<file path="src/rtl/eta_pkg.sv">
// Shared constants and FSM state type for the eta6 approximate-adder family.
package eta_pkg;

   localparam int unsigned ETA_W   = 6;
   localparam int unsigned SWEEP_N = 4096;
   localparam int unsigned ED_W    = 7;

   typedef enum logic [1:0] {
      IDLE  = 2'd0,
      RUN   = 2'd1,
      DRAIN = 2'd2,
      DONE  = 2'd3
   } state_t;

endpackage

</file>
<file path="src/rtl/eta6.sv">
// 6-bit error-tolerant adder: exact upper 3 bits without carry-in, lower 3 bits
// XOR-summed from the top down until the first 1+1 position, which saturates itself and all lower bits.
module eta6 (
   input  logic [5:0] A,
   input  logic [5:0] B,
   output logic [5:0] SUM,
   output logic       COUT
);

   localparam int unsigned LO_W = 3;

   logic [LO_W:0]   ctl;
   logic [LO_W-1:0] lo_sum;
   logic [LO_W:0]   hi_sum;

   assign ctl[LO_W] = 1'b0;

   for (genvar g = 0; g < LO_W; g++) begin : g_lo
      assign ctl[g]    = ctl[g+1] | (A[g] & B[g]);
      assign lo_sum[g] = ctl[g] | (A[g] ^ B[g]);
   end

   assign hi_sum = {1'b0, A[5:LO_W]} + {1'b0, B[5:LO_W]};
   assign SUM    = {hi_sum[LO_W-1:0], lo_sum};
   assign COUT   = hi_sum[LO_W];

endmodule

</file>
<file path="src/rtl/eta6_error_analyzer.sv">
// Exhaustive error characterisation of eta6: sweeps all operand pairs and
// accumulates error count, max/total error distance and first worst-case pair.
module eta6_error_analyzer
   import eta_pkg::*;
#(
   parameter int unsigned ERR_W        = 19,
   parameter bit          EXACT_BYPASS = 1'b0
) (
   input  logic             clk,
   input  logic             rst_n,
   input  logic             start,
   input  logic             abort,
   output logic             busy,
   output logic             done,
   output logic             valid,
   output logic [12:0]      err_count,
   output logic [6:0]       max_ed,
   output logic [ERR_W-1:0] sum_ed,
   output logic [5:0]       worst_a,
   output logic [5:0]       worst_b
);

   localparam logic [11:0] IDX_LAST = 12'(SWEEP_N - 1);

   state_t      state, state_nxt;
   logic [11:0] idx;
   logic        s1_vld;
   logic [6:0]  s1_ed;
   logic [5:0]  s1_a, s1_b;
   logic        clr, ld, acc_en, set_valid;

   logic [5:0]  opa, opb;
   logic [5:0]  apx_sum;
   logic        apx_cout;
   logic [6:0]  exact, approx, ed;

   assign opa = idx[11:6];
   assign opb = idx[5:0];

   eta6 u_eta6 (
      .A    (opa),
      .B    (opb),
      .SUM  (apx_sum),
      .COUT (apx_cout)
   );

   assign exact  = {1'b0, opa} + {1'b0, opb};
   assign approx = EXACT_BYPASS ? exact : {apx_cout, apx_sum};
   assign ed     = (exact >= approx) ? (exact - approx) : (approx - exact);

   always_ff @(posedge clk or negedge rst_n) begin
      if (!rst_n) state <= IDLE;
      else        state <= state_nxt;
   end

   always_comb begin
      state_nxt = state;
      busy      = 1'b0;
      done      = 1'b0;
      clr       = 1'b0;
      ld        = 1'b0;
      acc_en    = 1'b0;
      set_valid = 1'b0;
      case (state)
         IDLE: begin
            if (start) begin
               clr       = 1'b1;
               state_nxt = RUN;
            end
         end
         RUN: begin
            busy = 1'b1;
            if (abort) begin
               state_nxt = IDLE;
            end else begin
               ld     = 1'b1;
               acc_en = s1_vld;
               if (idx == IDX_LAST) state_nxt = DRAIN;
            end
         end
         DRAIN: begin
            busy = 1'b1;
            if (abort) begin
               state_nxt = IDLE;
            end else begin
               acc_en    = s1_vld;
               set_valid = 1'b1;
               state_nxt = DONE;
            end
         end
         DONE: begin
            done      = 1'b1;
            state_nxt = IDLE;
         end
         default: state_nxt = IDLE;
      endcase
   end

   always_ff @(posedge clk or negedge rst_n) begin
      if (!rst_n) begin
         idx       <= '0;
         s1_vld    <= 1'b0;
         s1_ed     <= '0;
         s1_a      <= '0;
         s1_b      <= '0;
         valid     <= 1'b0;
         err_count <= '0;
         max_ed    <= '0;
         sum_ed    <= '0;
         worst_a   <= '0;
         worst_b   <= '0;
      end else if (clr) begin
         idx       <= '0;
         s1_vld    <= 1'b0;
         valid     <= 1'b0;
         err_count <= '0;
         max_ed    <= '0;
         sum_ed    <= '0;
         worst_a   <= '0;
         worst_b   <= '0;
      end else begin
         // S1 empties whenever no new pair is loaded, which also drops it on abort
         s1_vld <= ld;
         if (ld) begin
            s1_ed <= ed;
            s1_a  <= opa;
            s1_b  <= opb;
            idx   <= idx + 12'd1;
         end
         if (acc_en) begin
            err_count <= err_count + 13'(s1_ed != 7'd0);
            sum_ed    <= sum_ed + ERR_W'(s1_ed);
            if (s1_ed > max_ed) begin
               max_ed  <= s1_ed;
               worst_a <= s1_a;
               worst_b <= s1_b;
            end
         end
         if (set_valid) valid <= 1'b1;
      end
   end

endmodule

</file>
<file path="config.mk">
export PLATFORM = sky130hd
export DESIGN_NAME = eta6_error_analyzer
export DESIGN_NICKNAME = d
export VERILOG_FILES = /design/src/rtl/eta_pkg.sv /design/src/rtl/eta6.sv /design/src/rtl/eta6_error_analyzer.sv
export SDC_FILE = /design/constraint.sdc
export NUM_CORES = 1
export LEC_CHECK = 0
export CAP_MARGIN = 40
export CORE_UTILIZATION = 51
export DETAILED_ROUTE_END_ITERATION = 16
export HOLD_SLACK_MARGIN = 0.05
export PLACE_DENSITY = 0.77
export SYNTH_ARGS = -nofsm -noshare
export SYNTH_HDL_FRONTEND = slang
export SYNTH_SLANG_ARGS = --single-unit
</file>
<file path="constraint.sdc">
create_clock -name clk -period 3.6 [get_ports clk]
set_clock_uncertainty 0.1 [all_clocks]
set_input_delay 1.08 -clock clk [delete_from_list [all_inputs] [get_ports clk]]
set_output_delay 1.08 -clock clk [all_outputs]
set_load 0.005 [all_outputs]
</file>
==> results of run 1 <==
==> critical path, stage by stage (launching register included) <==
cell	delay, ns
dfrtp_1	0.40
ha_2	0.22
fa_2	0.37
a21oi_2	0.15
nor2_1	0.07
nor2_2	0.12
nor2b_1	0.06
o21ai_0	0.14
nand2b_1	0.10
ha_1	0.35
and3_1	0.19
and4_4	0.26
a211oi_4	0.04
buf_4	0.16
and3b_1	0.17
or3_1	0.33
a31oi_1	0.16
==> cell type report <==
type / count / area (um^2) / share of cell area [%]
tap: 129 / 161.4 / 2.621
timing repair buffer: 77 / 743.2 / 12.07
clock inverter: 5 / 107.6 / 1.748
inverter: 25 / 93.84 / 1.524
clock buffer: 10 / 127.6 / 2.073
multi-input combinational: 378 / 2771 / 45.01
sequential: 86 / 2152 / 34.95
==> power by group through the flow <==
stage	Clock, W	Combinational (W)	Sequential, W
after floorplan	0	0.00102	0.00122
after global placement	0	0.00144	0.00126
after detailed placement	0	0.00149	0.00127
after CTS	0.000814	0.00152	0.00125
after global routing	0.000848	0.00169	0.00127
final	0.000796	0.00152	0.00125
==> placed cells by master (no fill, tap or decap), types with 5 or more instances in the layout <==
cell              n
a211oi_1          5
a21o_1            9
a21oi_1          20
and3_1            6
buf_4            19
clkbuf_8          9
clkdlybuf4s50_1  56
dfrtp_1          86
ha_1             38
inv_1            25
mux2_2           13
mux2i_1          25
nand2_1          33
nand3_1          13
nand4_1           9
nor2_1           75
nor2b_1           5
nor3_1            8
nor4_1            7
o21ai_0          11
xnor2_1          24
xor2_1           22
==> what timing repair did <==
| action | in CTS | in global routing |
|---|---|---|
| setup buffers | 2 | 0 |
| pin swaps | 1 | 2 |
| cloned | 0 | 0 |
| endpoints found under the hold margin | 0 | 0 |
| setup endpoints to repair | 4 | 5 |
| resized for setup | 2 | 10 |
==> layer usage <==
layer / vias up / global-route usage (%)
met5: - / 0
met4: 0 / 9.588
met3: 27 / 4.831
met2: 100 / 42.02
met1: 1879 / 27.96
li1: 1891 / -
==> stage by stage <==
step / total power (W) / cells
floorplan: 0.002244 / 505
global placement: 0.002698 / 693
detailed placement: 0.002754 / 693
CTS: 0.003581 / 710
global route: 0.003813 / 710
finish: 0.003572 / 710
==> kinds of logic (layout without fill, tap and decap cells) <==
| logic type | count (synthesis) | after routing | synth area share, % |
|---|---|---|---|
| AND/OR/NAND/NOR | 181 | 181 | 17.12 |
| flip-flops | 86 | 86 | 42.74 |
| AO/OA/AOI/OAI | 68 | 68 | 9.245 |
| XOR/XNOR | 46 | 46 | 8.002 |
| adder cells (fa/ha/maj) | 45 | 45 | 11.78 |
| buffers and inverters | 41 | 117 | 3.231 |
| multiplexers | 38 | 38 | 7.878 |
==> registers in the layout, summed over array words and instances (netlist names), 2 cells and up <==
signal,cells
worst_b,6
err_count,13
s1_ed,7
s1_b,6
max_ed,7
worst_a,6
state,2
idx,12
sum_ed,19
s1_a,6
==> final timing paths <==
path | start | endpoint | slack (ns) | cells past startpoint
max in group asynchronous | rst_n | state[1]$_DFFE_PN0P_ | 2.16 | 2
max reg2reg | idx[0]$_DFFE_PN0P_ | s1_ed[6]$_DFFE_PN0P_ | 0.14 | 16
min in group asynchronous | rst_n | err_count[11]$_DFFE_PN0P_ | 0.61 | 1
min | s1_a[4]$_DFFE_PN0P_ | worst_a[4]$_DFFE_PN0P_ | 0.41 | 2
min reg2reg | s1_a[4]$_DFFE_PN0P_ | worst_a[4]$_DFFE_PN0P_ | 0.41 | 2
max | idx[0]$_DFFE_PN0P_ | s1_ed[6]$_DFFE_PN0P_ | 0.14 | 16
==> impl_metrics.tcl, run 1 <==
set metrics [dict create \
    outcome "finished clean" \
    final_net_count 626 \
    combPwrFrac_pct 42.6 \
    fin_crit_ns 3.460 \
    drive_gt1_share_pct 11.70 \
    arrival_ns 3.63 \
    peakVddDrop_mv 0.3638 \
    worst_slack_ns 0.1405 \
    die_area_um2 10270 \
    hold_slack_ns 0.4118 \
    synth_top_area_share_pct 42.74 \
    cts-hold-fix-buffers 0 \
    p_switching_w 0.001331 \
    gp_congestion 0.8957 \
    synth.most_common_cell "dfrtp_1" \
    p_seq_share_pct 35.1 \
    post_drt_wl_per_cell_um 15.67 \
    fin_area_um2 6157 \
    grt_max_degree 48 \
    p_leak_nw 2.937 \
    root_buffer "clkbuf_8" \
    cap_violations 0 \
    place_ws_ns 0.004700 \
    placementRows 35 \
    synth_top_cell_by_area "dfrtp_1" \
    setup_viol 0 \
    drt-met1-wl_um 4772 \
    grt_pass1_wl_um 18670 \
    antenna_found_initial 0 \
    ant_nets 0 \
    top_layer "met4" \
    cts_inserted_buffers 9 \
    crit_path_max_fanout 4 \
    worstSetupEndpointType "flip-flop" \
    async_flop_share_pct 100.0 \
    power_density_nw_per_um2 580.1 \
    fmax_mhz 289.1 \
    track_usage_pct 23.64 \
    route.met3.wl_um 461 \
    min_period_over_period_pct 96.10 \
    seq_area_frac_synth_pct 42.74 \
    avgSynthCellArea_um2 9.970 \
    viasPerCell 5.489 \
    num_vias 3897 \
    cts_max_level 3 \
    die_h_um 101.4 \
    clock_sinks 86 \
    area_growth_pct 22.29 \
    finish.utilization_pct 65.40 \
    gr-total-overflow 0 \
    cts_tree "done" \
    finalSetupTns_ns 0 \
    drc 0 \
    swShare_pct 37.25 \
    hpwl_um 8058 \
    yosysWarnings 0 \
    min_path_type "reg -> reg" \
    tightestPinTransition_ns 0.7522 \
    yosys_most_used_dff "dfrtp_1" \
    numPortBuffers 57 \
    synth_common_cells "86 x dfrtp_1, 77 x nor2_1, 41 x ha_1" \
    ys_ff_latch 86 \
    filler_cell_count 738 \
    startpoint_type "flip-flop" \
    p_clk_share_pct 22.3 \
    grt_pass1_vias 4001 \
    syn_area_um2 5035 \
    internal-power_w 0.002241 \
    routed-wl-met2_um 5624 \
    synth-edff-count 0 \
    num_io_pins 58 \
    yosys-top-cells-area "dfrtp_1 43%, ha_1 10%, nor2_1 5.7%, mux2i_1 5.0%, xnor2_1 4.2%" \
    final-max-slew-violation-count 0 \
    antenna_cells 0 \
    maxSlewHeadroom_pct 49.55 \
    start_util_pct 53.48 \
    firstDrtPassIters 4 \
    critPathRequiredTime_ns 3.77 \
    clkLatencyLatePin_ns 0.36 \
    critPathKind "reg -> reg" \
    rsz0062_at_grt "no" \
    synthCells 505 \
    die_x_um 101.4 \
    placed_cell_area_um2 5864 \
    path_clk_slew_ns 0.09 \
    cts.path.max_buffers 2 \
    syn_nets 554 \
    drt_iter0_markers 118 \
    core-area_um2 9415 \
    hold_viol 0 \
    drt-total-wl_um 11130 \
    yosysUniqueCellTypes 50 \
]
Note: power is estimated with default switching activity, not from simulation.
==> run 2, diff against run 1 <==
--- a/config.mk
+++ b/config.mk
@@ -6,6 +6,7 @@
 export NUM_CORES = 1
 export LEC_CHECK = 0
 export CAP_MARGIN = 40
+export CORE_ASPECT_RATIO = 0.5
 export CORE_UTILIZATION = 51
 export DETAILED_ROUTE_END_ITERATION = 16
 export HOLD_SLACK_MARGIN = 0.05
==> impl_metrics.tcl, run 2 (synthesis results as in run 1) <==
set metrics [dict create \
    final-max-slew-violation-count 0 \
    drt-total-wl_um 11340 \
    die_h_um 72.26 \
    mostFrequentLayoutCell "dfrtp_1" \
    min_path_cells 1 \
    reg2reg_slack_ns 0.10 \
    numPortBuffers 57 \
    cap_violations 0 \
    reg2reg_depth 14 \
    max_stage_delay_ns 0.42 \
    worstSetupEndpointType "flip-flop" \
    hold_end "s1_b[4]$_DFFE_PN0P_" \
    fin_crit_ns 3.496 \
    gp_congestion 0.9024 \
    critPathKind "reg -> reg" \
    clkLatencyLatePin_ns 0.35 \
    antenna_cells 0 \
    core-area_um2 9509 \
    crit_path_cell_trace "ha_1 > a211oi_2 > nor3_2 > a21oi_1 > xnor2_1 > inv_1 > ha_1 > and3_4 > and4_4 > a211oi_4 > buf_4 > and3b_1 > or3_1 > a31oi_1" \
    rr_startpoint "idx[1]$_DFFE_PN0P_" \
    viasPerCell 5.450 \
    placementRows 25 \
    hold_viol 0 \
    drive_gt1_share_pct 13.29 \
    path_clk_slew_ns 0.06 \
    area_growth_pct 25.12 \
    num_io_pins 58 \
    die_area_um2 10300 \
    min_period_over_period_pct 97.11 \
    fmax_mhz 286.1 \
    grt_pass1_wl_um 18690 \
    rr_endpoint "s1_ed[6]$_DFFE_PN0P_" \
    tightestPinTransition_ns 0.8647 \
    clock_sinks 86 \
    drt_iter0_markers 224 \
    worstHoldStart "s1_b[4]$_DFFE_PN0P_" \
    maxSlewHeadroom_pct 42.26 \
    crit_path_max_fanout 4 \
    regMostFlops "sum_ed" \
    grt_pass1_vias 3880 \
    gr-total-overflow 0 \
    top_regs "sum_ed (19), err_count (13), idx (12)" \
    hold_slack_ns 0.4113 \
    setup_viol 0 \
    power_density_nw_per_um2 594.0 \
    num_vias 3935 \
    cts_inserted_buffers 9 \
    die_x_um 142.5 \
    final_net_count 631 \
    filler_cell_count 761 \
    firstDrtPassIters 8 \
    crit_path_frequent_cell "ha_1" \
    min_path_type "reg -> reg" \
    ant_nets 0 \
    largest_register_ffs 19 \
    peakVddDrop_mv 0.3553 \
    critPathRequiredTime_ns 3.77 \
    root_buffer "clkbuf_16" \
    cts_max_level 3 \
    startpoint_type "flip-flop" \
    grt_max_degree 48 \
    start_util_pct 52.95 \
    antenna_found_initial 0 \
    arrival_ns 3.67 \
    crit_path_top_delay_cell "dfrtp_1" \
    drc 0 \
    finish.utilization_pct 66.25 \
    outcome "finished clean" \
    p_leak_nw 3.009 \
    cts.path.max_buffers 2 \
    final_cell_mix "86 x dfrtp_1, 75 x nor2_1, 56 x clkdlybuf4s50_1" \
    post_drt_wl_per_cell_um 15.70 \
    cts_tree "done" \
    hpwl_um 7934 \
    track_usage_pct 23.45 \
]
-- run 2: layout make-up --
| class | instances | area [um^2] | share of cell area [%] |
|---|---|---|---|
| inverter | 25 | 93.84 | 1.490 |
| sequential | 86 | 2152 | 34.16 |
| clock buffer | 11 | 252.7 | 4.012 |
| clock inverter | 5 | 57.56 | 0.9136 |
| tap | 135 | 168.9 | 2.681 |
| timing repair buffer | 82 | 768.2 | 12.19 |
| multi-input combinational | 378 | 2806 | 44.55 |
-- run 2: worst max path at each step --
stage,startpoint,to,slack [ns],cells after the start
2_1_floorplan,idx[1]$_DFFE_PN0P_,s1_ed[6]$_DFFE_PN0P_,0.11,13
5_1_grt,idx[1]$_DFFE_PN0P_,s1_ed[6]$_DFFE_PN0P_,-0.08,14
6_report,idx[1]$_DFFE_PN0P_,s1_ed[6]$_DFFE_PN0P_,0.10,14
4_1_cts,idx[2]$_DFFE_PN0P_,s1_ed[6]$_DFFE_PN0P_,0.08,15
3_5_place_dp,idx[0]$_DFFE_PN0P_,s1_ed[6]$_DFFE_PN0P_,0.1,15
3_3_place_gp,idx[0]$_DFFE_PN0P_,s1_ed[6]$_DFFE_PN0P_,0.13,15
-- run 2: metal layers --
layer	vias up	global-route usage, %	share of wire, %
met3	20	3.960	3.0
met1	1930	30.53	47
li1	1911	-	-
met4	0	8.244	1.4
met5	-	0	0
met2	74	40.14	48
-- run 2: what timing repair did --
action	in CTS	in global routing
pin swaps	1	5
buffers inserted	2	3
endpoints found under the setup margin	4	5
hold endpoints to repair	0	0
resized for setup	2	13
hold buffers	0	0
-- run 2: critical path, delay by kind of cell, from the launching register on --
| family | cells | cell delay (ns) |
|---|---|---|
| AOI/OAI and AO/OA | 4 | 0.67 |
| xor gates and xnor gates | 1 | 0.16 |
| DFF | 1 | 0.42 |
| and+or+nand+nor | 5 | 1.13 |
| adders and majority gates | 2 | 0.68 |
| buffers and inverters | 2 | 0.24 |
-- run 2: where the power goes --
part | switching (W) | leakage, nW | total (W) | internal (W)
Sequential | 0.000150 | 1.18 | 0.00125 | 0.00110
Combinational | 0.000850 | 1.67 | 0.00153 | 0.000679
Clock | 0.000393 | 0.155 | 0.000968 | 0.000575
-- run 2: stage by stage --
| step | area, um^2 | std cells | setup TNS [ns] | setup slack (ns) | total power, W |
|---|---|---|---|---|---|
| floorplan | 5035 | 505 | 0 | 0.1086 | 0.002244 |
| global placement | 5874 | 701 | 0 | 0.1278 | 0.002702 |
| detailed placement | 5874 | 701 | 0 | 0.09809 | 0.002733 |
| CTS | 6208 | 719 | 0 | 0.07957 | 0.003731 |
| global route | 6300 | 722 | -0.08488 | -0.08488 | 0.003970 |
| finish | 6300 | 722 | 0 | 0.1041 | 0.003742 |
==> run 3, diff against run 2 <==
--- a/config.mk
+++ b/config.mk
@@ -7,6 +7,7 @@
 export LEC_CHECK = 0
 export CAP_MARGIN = 40
 export CORE_ASPECT_RATIO = 0.5
+export CORE_MARGIN = 10
 export CORE_UTILIZATION = 51
 export DETAILED_ROUTE_END_ITERATION = 16
 export HOLD_SLACK_MARGIN = 0.05
==> impl_metrics.tcl, run 3 (synthesis results as in run 1) <==
set metrics [dict create \
    final_cell_mix "84 x dfrtp_1, 75 x nor2_1, 56 x clkdlybuf4s50_1" \
    rsz0062_at_grt "yes" \
    num_vias 3881 \
    placed_cell_area_um2 5872 \
    maxSlewHeadroom_pct 51.67 \
    post_drt_wl_per_cell_um 16.09 \
    cts_max_level 3 \
    outcome "finished clean" \
    reg2reg_slack_ns 0.14 \
    drt_iter0_markers 246 \
    worstSetupEndpointType "flip-flop" \
    root_buffer "clkbuf_16" \
    finalSetupTns_ns 0 \
    internal-power_w 0.002455 \
    grt_pass1_wl_um 19330 \
    placementRows 25 \
    grt_pass1_vias 3916 \
    antenna_found_initial 0 \
    tightestPinTransition_ns 0.7206 \
    hold_viol 0 \
    cts_tree "done" \
    regMostFlops "sum_ed" \
    power_density_nw_per_um2 603.6 \
    die_h_um 90.26 \
    fin_cells 717 \
    cts-hold-fix-buffers 0 \
    peakVddDrop_mv 0.3157 \
    cts.path.max_buffers 2 \
    critPathRequiredTime_ns 3.77 \
    dp.cells 699 \
    p_switching_w 0.001358 \
    firstDrtPassIters 6 \
    drc 0 \
    hpwl_um 8077 \
    start_util_pct 52.77 \
    drive_gt1_share_pct 12.89 \
    antenna_cells 0 \
    core-area_um2 9540 \
    filler_cell_count 709 \
    startpoint_type "flip-flop" \
    critPathKind "reg -> reg" \
    arrival_ns 3.63 \
    combPwrFrac_pct 39.6 \
    track_usage_pct 15.92 \
    area_growth_pct 25.45 \
    fmax_mhz 288.8 \
    grt_max_degree 47 \
    path_clk_slew_ns 0.06 \
    largest_register_ffs 19 \
    ant_nets 0 \
    swShare_pct 35.62 \
    min_path_type "reg -> reg" \
    final-max-slew-violation-count 0 \
    totalPowerFinal_w 0.003812 \
    mostFrequentLayoutCell "dfrtp_1" \
    die_area_um2 14490 \
    top_regs "sum_ed (19), err_count (13), idx (12)" \
    crit_path_max_fanout 6 \
    gp_congestion 0.9153 \
    p_clk_share_pct 27.5 \
    min_period_over_period_pct 96.17 \
    setup_viol 0 \
    clkLatencyLatePin_ns 0.34 \
    final_net_count 627 \
    p_leak_nw 3.003 \
    viasPerCell 5.413 \
    p_seq_share_pct 32.9 \
    cts_inserted_buffers 9 \
    die_x_um 160.5 \
    clock_sinks 86 \
    gr-total-overflow 0 \
    num_io_pins 58 \
    fin_area_um2 6316 \
    drt-total-wl_um 11540 \
    fin_crit_ns 3.462 \
    numPortBuffers 57 \
    cap_violations 0 \
]
-- run 3: worst paths after layout --
| kind | end | startpoint | depth (start not counted) |
|---|---|---|---|
| worst max-delay path | s1_ed[6]$_DFFE_PN0P_ | idx[6]$_DFFE_PN0P_ | 14 |
| min in group asynchronous | idx[7]$_DFFE_PN0P_ | rst_n | 1 |
| worst min-delay path | s1_a[5]$_DFFE_PN0P_ | s1_a[5]$_DFFE_PN0P_ | 1 |
| worst max register to register | s1_ed[6]$_DFFE_PN0P_ | idx[6]$_DFFE_PN0P_ | 14 |
| max in group asynchronous | err_count[9]$_DFFE_PN0P_ | rst_n | 2 |
| worst min register to register | s1_a[5]$_DFFE_PN0P_ | s1_a[5]$_DFFE_PN0P_ | 1 |
-- run 3: critical path, cell delays in order (launching register included) --
cell and delay, ns:
dfrtp_1 0.41, ha_4 0.19, fa_2 0.40, a21oi_2 0.14, nor2_1 0.06, nor2_2 0.20, xnor2_2 0.16, inv_1 0.10
ha_4 0.23, a211oi_1 0.34, o21bai_2 0.17, a211oi_4 0.33, a21oi_1 0.09, or3_1 0.31, a31oi_1 0.16
-- run 3: stage by stage --
| step | util [%] | hold slack, ns | setup slack, ns |
|---|---|---|---|
| 2_1_floorplan | - | 0.3800 | 0.1086 |
| 3_3_place_gp | 61.55 | 0.3874 | 0.1275 |
| 3_5_place_dp | 61.55 | 0.3959 | 0.09765 |
| 4_1_cts | 65.05 | 0.4093 | 0.009472 |
| 5_1_grt | 66.20 | 0.4267 | -0.1021 |
| 6_report | 66.20 | 0.4055 | 0.1379 |
-- run 3: power groups by stage --
stage | combinational (W) | sequential [W] | clock (W)
6_report | 0.00151 | 0.00126 | 0.00105
5_1_grt | 0.00170 | 0.00127 | 0.00111
4_1_cts | 0.00150 | 0.00126 | 0.00107
3_5_place_dp | 0.00148 | 0.00127 | 0
3_3_place_gp | 0.00145 | 0.00127 | 0
2_1_floorplan | 0.00102 | 0.00122 | 0
-- run 3: cell type report --
| type | instances | area [um^2] | share of cell area, % |
|---|---|---|---|
| Tap cell | 135 | 168.9 | 2.674 |
| Clock buffer | 9 | 225.2 | 3.566 |
| Sequential cell | 86 | 2155 | 34.11 |
| Multi-Input combinational cell | 378 | 2814 | 44.55 |
| Inverter | 25 | 93.84 | 1.486 |
| Clock inverter | 6 | 108.9 | 1.723 |
| Timing Repair Buffer | 78 | 750.7 | 11.89 |
-- run 3: what timing repair did --
item | 4_1_cts | 5_1_grt
setup endpoints to repair | 3 | 5
resized for setup | 0 | 19
buffers inserted | 0 | 3
pin swaps | 1 | 12
-- run 3: per-layer routing --
layer	track usage, %	part of all wire (%)	vias to the layer above	wire [um]
li1	-	-	1890	-
met1	19.03	44	1901	5104
met2	27.72	50	77	5805
met5	0	0	-	0
met3	4.095	4.3	13	499
met4	4.483	1.1	0	128
